`src/rtl/uart_pkg.sv`:
```
// uart_pkg: shared serial-link constants and receiver state encoding
package uart_pkg;
  localparam int DEF_CLKS_PER_BIT = 5208;
  localparam int DATA_BITS = 8;
  localparam int STOP_BITS = 1;
  typedef enum logic [1:0] {S_IDLE, S_START, S_DATA, S_STOP} rx_state_e;
endpackage

```
`src/rtl/uart_rx_sync.sv`:
```
// uart_rx_sync: two-flop synchronizer plus falling-edge detector, reset to line idle
module uart_rx_sync (
  input  logic clk,
  input  logic rst,
  input  logic rx,
  output logic rx_s,
  output logic fall
);
  logic [2:0] sync_q, sync_d;
  always_comb sync_d = {sync_q[1:0], rx};
  always_ff @(posedge clk) sync_q <= rst ? 3'b111 : sync_d;
  assign rx_s = sync_q[1];
  assign fall = sync_q[2] & ~sync_q[1];
endmodule

```
`src/rtl/uart_rx.sv`:
```
// uart_rx: 8N1 receiver sampling each bit at its mid-point, with false-start and framing checks
module uart_rx
  import uart_pkg::*;
#(
  parameter int CLKS_PER_BIT = DEF_CLKS_PER_BIT
) (
  input  logic       clk,
  input  logic       rst,
  input  logic       rx,
  output logic [7:0] data,
  output logic       valid,
  output logic       frame_err,
  output logic       busy
);
  localparam int HALF_BIT = CLKS_PER_BIT / 2;
  localparam int CW = $clog2(CLKS_PER_BIT);
  rx_state_e state_q, state_d;
  logic [CW-1:0] cnt_q, cnt_d;
  logic [2:0] idx_q, idx_d;
  logic [7:0] shreg_q, shreg_d, data_q, data_d;
  logic valid_q, valid_d, ferr_q, ferr_d;
  logic rx_s, fall, mid, tick;
  uart_rx_sync u_sync (.clk(clk), .rst(rst), .rx(rx), .rx_s(rx_s), .fall(fall));
  assign mid = cnt_q == CW'(HALF_BIT - 1);
  assign tick = cnt_q == CW'(CLKS_PER_BIT - 1);
  always_comb begin
    state_d = state_q;
    cnt_d = cnt_q + CW'(1);
    idx_d = idx_q;
    shreg_d = shreg_q;
    data_d = data_q;
    valid_d = 1'b0;
    ferr_d = 1'b0;
    case (state_q)
      S_IDLE: begin
        cnt_d = '0;
        if (fall) state_d = S_START;
      end
      S_START: if (mid) begin
        cnt_d = '0;
        idx_d = '0;
        state_d = rx_s ? S_IDLE : S_DATA;
      end
      S_DATA: if (tick) begin
        cnt_d = '0;
        shreg_d = {rx_s, shreg_q[7:1]};
        idx_d = idx_q + 3'd1;
        if (idx_q == 3'(DATA_BITS - 1)) state_d = S_STOP;
      end
      S_STOP: if (tick) begin
        cnt_d = '0;
        state_d = S_IDLE;
        data_d = rx_s ? shreg_q : data_q;
        valid_d = rx_s;
        ferr_d = ~rx_s;
      end
      default: state_d = S_IDLE;
    endcase
  end
  always_ff @(posedge clk) begin
    if (rst) begin
      state_q <= S_IDLE;
      cnt_q <= '0;
      idx_q <= '0;
      shreg_q <= '0;
      data_q <= '0;
      valid_q <= 1'b0;
      ferr_q <= 1'b0;
    end else begin
      state_q <= state_d;
      cnt_q <= cnt_d;
      idx_q <= idx_d;
      shreg_q <= shreg_d;
      data_q <= data_d;
      valid_q <= valid_d;
      ferr_q <= ferr_d;
    end
  end
  assign data = data_q;
  assign valid = valid_q;
  assign frame_err = ferr_q;
  assign busy = state_q != S_IDLE;
endmodule

```
`config.mk`:
```
export PLATFORM = sky130hd
export DESIGN_NAME = uart_rx
export DESIGN_NICKNAME = d
export VERILOG_FILES = /design/src/rtl/uart_pkg.sv /design/src/rtl/uart_rx_sync.sv /design/src/rtl/uart_rx.sv
export SDC_FILE = /design/constraint.sdc
export NUM_CORES = 1
export LEC_CHECK = 0
export BUFFER_PORTS_ARGS = -buffer_cell sky130_fd_sc_hd__buf_2
export CORE_MARGIN = 8
export CORE_UTILIZATION = 56
export DETAILED_ROUTE_END_ITERATION = 6
export GPL_TIMING_DRIVEN = 0
export PLACE_DENSITY = 0.76
export SLEW_MARGIN = 10
export SYNTH_ARGS = -nofsm -noshare
export SYNTH_HDL_FRONTEND = slang
export SYNTH_SLANG_ARGS = --single-unit
```
`constraint.sdc`:
```
create_clock -name clk -period 4.7 [get_ports clk]
set_clock_uncertainty 0.15 [all_clocks]
set_input_delay 0.235 -clock clk [delete_from_list [all_inputs] [get_ports clk]]
set_output_delay 0.235 -clock clk [all_outputs]
set_load 0.005 [all_outputs]
```
**After elaboration in Yosys (flattened, before gate mapping)**

Index checks and enable logic that the tools add are counted.

- Mux-type cells: 13
- Add/subtract/negate cells: 2
- Equality and inequality tests: 11
- Bitwise operators: 4
- Reduce and logical (&&, ||, !) cells: 9

Operators by type and width:

| cell | number |
|---|---|
| $pmux W13 S3 | 1 |
| $mux W13 | 2 |
| $add A13 B1 Y13 const B | 1 |
| $eq A13 B12 Y1 const B | 1 |
| $eq A13 B13 Y1 const B | 1 |
| $mux W2 | 6 |
| $ne A2 B2 Y1 const B | 5 |
| $pmux W2 S4 | 1 |
| $mux W3 | 2 |
| $pmux W3 S2 | 1 |
| $reduce_and A3 Y1 | 2 |
| $reduce_and A5 Y1 | 1 |
| $eq A2 B2 Y1 const B | 2 |
| $reduce_bool A2 Y1 | 2 |
| $add A3 B1 Y3 const B | 1 |
| $eq A3 B3 Y1 const B | 1 |
| $not A1 Y1 | 3 |
| $reduce_or A3 Y1 | 1 |
| $eq A2 B1 Y1 const B | 1 |
| $logic_not A2 Y1 | 1 |
| $reduce_and A2 Y1 | 1 |
| $reduce_or A2 Y1 | 1 |
| $and A1 B1 Y1 | 1 |

- Register bits after elaboration: 39
- Bits of input ports: 3

**Depth between registers and ports, before layout**

- Depth after elaboration: 4
- Gate-level depth with buffers: 6
- Gate-level depth less buffers: 5

**Cells and area by module**

From an unflattened synthesis, not the netlist that was laid out.

- Cells, all modules: 174
- Area total of the unflattened synthesis: 1615.3 µm²

By module, submodules not included:

| module | seq. area each (µm²) | instances | area each (µm²) | cells an instance |
|---|---|---|---|---|
| uart_rx | 720.7 | 1 | 1530.2 | 167 |
| uart_rx_sync | 60.1 | 1 | 85.1 | 7 |

**Least setup slack after synthesis**

OpenSTA, ideal clock, no wires.

- Path type: reg2reg
- Start: register cnt_q[5]
- End: register data_q[0] (netlist: data[0])
- Path slack: 2760 ps
- Period minus slack after synthesis: 1940 ps
- Cell stages (with the launch flop): 7
- Arrival time: 1719 ps
- Path through: dfxtp_1 buf_6 or4_4 nor4_4 and4_1 buf_6 mux2i_1

- Cells in the longest elaborated chain, start to end: 2

Ends and longest elaborated chain:

| element | line | text |
|---|---|---|
| from (decl) | uart_rx.sv:18 | `logic [CW-1:0] cnt_q, cnt_d;` |
| from (signal assigned) | uart_rx.sv:71 | `cnt_q <= cnt_d;` |
| $eq A13 B13 Y1 | uart_rx.sv:25 | `assign tick = cnt_q == CW'(CLKS_PER_BIT - 1);` |
| $reduce_and A3 Y1 (no line) | -- |  |
| to (signal assigned) | uart_rx.sv:74 | `data_q <= data_d;` |
| to (decl) | uart_rx.sv:20 | `logic [7:0] shreg_q, shreg_d, data_q, data_d;` |

Every way passes these cells.
A chain may end at the register's enable or synchronous reset.

**Final worst setup path**

- Start: register cnt_q[8]
- End: register data_q[1] (netlist: data[1])

Same word-level chain as after synthesis.

==> impl_metrics.yaml <==
sta:
  setup_viol: 0
  rsz0062_at_grt: "false"
  fin_crit_sh_pct: 46.0
  fin_setup_tns_ns: 0
  max_freq_mhz: 462
  slew_violations: 0
  slew_headroom_pct: 71.4
  worstMarginPinSlew_ns: 0.426
  hold_viol: 0
  fin_ws_ns: 2.54
  finalCriticalPeriod_ns: 2.16
critical_path:
  crit_required_ns: 4.82
  crit_type: "flop to flop"
  worstPathArrival_ns: 2.29
  endpoint_kind: "flop"
  critPathMaxFanout: 9
  cp-start-kind: "flop"
clocking:
  root_buffer: "clkbuf_4"
  clock_sinks: 39
  htree_levels: 2
  cts_buffers: 5
  cts_tree: "done"
  insertion_delay_ns: 0.34
  clk_pin_slew_ns: 0.11
  clk_path_buf_depth: 2
  post-cts-setup-buffers: 0
logic_synthesis:
  synth_area_um2: 1730
  synth.distinct_cells: 37
  seq_area_frac_synth_pct: 45.2
  synth_top_area_share_pct: 45.2
  synth.most_common_cell: "dfxtp_1"
  yosysWarnings: 0
  ys.flop_type: "dfxtp_1"
  synth_top_area_cell: "dfxtp_1"
  syn_area_per_cell_um2: 9.71
  ys_top_cells_by_count: "dfxtp_1 (39), nor2_1 (24), nand2b_1 (19), mux2i_1 (16), nand2_1 (7)"
  synth_nets: 184
  async_reset_ff_share_pct: 0
  synth_edf_count: 0
  synthTopCellsByArea: "dfxtp_1 (45%), mux2i_1 (9.3%), nand2b_1 (6.9%)"
  ys_ff_latch: 39
  netlist_instances: 178
pwr:
  leakage_nw: 0.699
  power.density_nw_per_um2: 303
  p_total_mw: 0.584
  vdd_drop_max_uv: 234
global_routing:
  grt_overflow_total: 0
  grt_max_degree: 13
  grt_first_pass_wirelength_um: 5510
  antenna_found_initial: 0
  track_usage_pct: 13.5
  grt_pass1_vias: 1226
detailed_routing:
  ant_nets: 0
  drc: 0
  wl_met1_um: 1520
  wl_met3_um: 135
  vias_per_cell: 5.55
  dr.first_iter.drc_count: 125
  wl_per_cell_um: 13.8
  drt_wl_total_um: 3200
  top_layer: "met4"
  met2_wirelength_um: 1480
  dr.pass1.iters: 6
  vias: 1287
place:
  port_buffers: 12
  dpl.hpwl_um: 2250
  pre_cts_ws_ns: 2.58
  dpl_cell_area_um2: 1830
  gp_congestion: 0.856
floorplan:
  core_area_um2: 3000
  fp.dieArea_um2: 5120
  io_pins: 14
  rows: 20
  die_h_um: 71.5
  initial_core_util_pct: 57.5
  die_width_um: 71.5
flow_run:
  maxCapViolCount: 0
min_path:
  hp-class: "flop to flop"
finish:
  n_antenna_cell: 0
  drive_gt1_share_pct: 15.6
  syn_to_final_growth_pct: 11.4
  stdcell_area_um2: 1930
  nNetsFinal: 204
outcome:
  status: "finished, final reports clean"
==> cells in the final DEF (no fill, tap or decap), types with 5 or more instances in the layout <==
cell	netlist	final
dfxtp_1	39	39
nor2_1	24	24
nand2b_1	19	19
mux2i_1	16	16
buf_2	0	12
nand2_1	7	7
clkbuf_1	6	6
xor2_1	6	6
nand3_1	5	5
xnor2_1	5	5
clkbuf_4	0	5
==> repair_timing <==
item / 4_1_cts / 5_1_grt
setup endpoints to repair: 0 / 0
gates resized for setup: 0 / 0
hold endpoints to repair: 1 / 0
hold buffers: 1 / 0
==> final cells by class <==
class / instances / area, µm²
Fill cell: 259 / 1080
Multi-Input combinational cell: 126 / 876
Sequential cell: 39 / 781
Timing Repair Buffer: 13 / 70.1
Buffer: 10 / 60.1
Clock buffer: 6 / 51.3
Tap cell: 33 / 41.3
Clock inverter: 2 / 35.0
Inverter: 3 / 11.3
==> power by group <==
part           leakage, nW  internal (mW)  switching, mW
logic                0.336        0.00747        0.00856
registers            0.315          0.332        0.00112
clock network       0.0482          0.126          0.109
total                0.699          0.465          0.118
==> routing by layer <==
metal / up-vias / global-route usage, %
met5: - / 0
li1: 651 / -
met1: 596 / 15.8
met4: 0 / 7.48
met2: 31 / 21.9
met3: 9 / 3.49
==> worst paths after layout <==
| path | start | endpoint | slack [ns] | depth (start not counted) |
|---|---|---|---|---|
| worst max register to register | cnt_q[8]$_SDFF_PP0_ | data[1]$_SDFFE_PP0P_ | 2.54 | 5 |
| worst min register to register | u_sync.sync_q[0]$_SDFF_PP1_ | u_sync.sync_q[1]$_SDFF_PP1_ | 0.29 | 1 |
| worst max-delay path | cnt_q[8]$_SDFF_PP0_ | data[1]$_SDFFE_PP0P_ | 2.54 | 5 |
| worst min-delay path | u_sync.sync_q[0]$_SDFF_PP1_ | u_sync.sync_q[1]$_SDFF_PP1_ | 0.29 | 1 |
==> flip-flops by register name, indices dropped and copies added (netlist names), named ones only <==
name and cells:
state_q 1, u_sync.sync_q 3, data 8, frame_err 1, shreg_q 8, idx_q 3, valid 1, cnt_q 13
==> stage by stage <==
| step | std cells | hold slack (ns) | util, % |
|---|---|---|---|
| floorplan | 178 | 0.189 | - |
| global placement | 223 | 0.246 | 60.9 |
| detailed placement | 223 | 0.262 | 60.9 |
| CTS | 232 | 0.285 | 64.1 |
| global route | 232 | 0.294 | 64.1 |
| finish | 232 | 0.286 | 64.1 |
==> logic make-up after synthesis <==
logic type	count (synthesis)	share of synthesized area, %
AND/OR/NAND/NOR	87	29.5
flip-flops	39	45.2
multiplexers	16	9.27
buffers and inverters	13	4.13
XOR/XNOR	11	5.58
AO/OA/AOI/OAI	9	4.20
adder cells (fa/ha/maj)	3	2.17
==> critical path, stage by stage, from the launching register on <==
cell,delay (ns)
dfxtp_1,0.38
or4_4,0.57
nor4_4,0.33
and4_1,0.28
buf_6,0.16
mux2i_1,0.22
(Power assumes the default switching activity.)
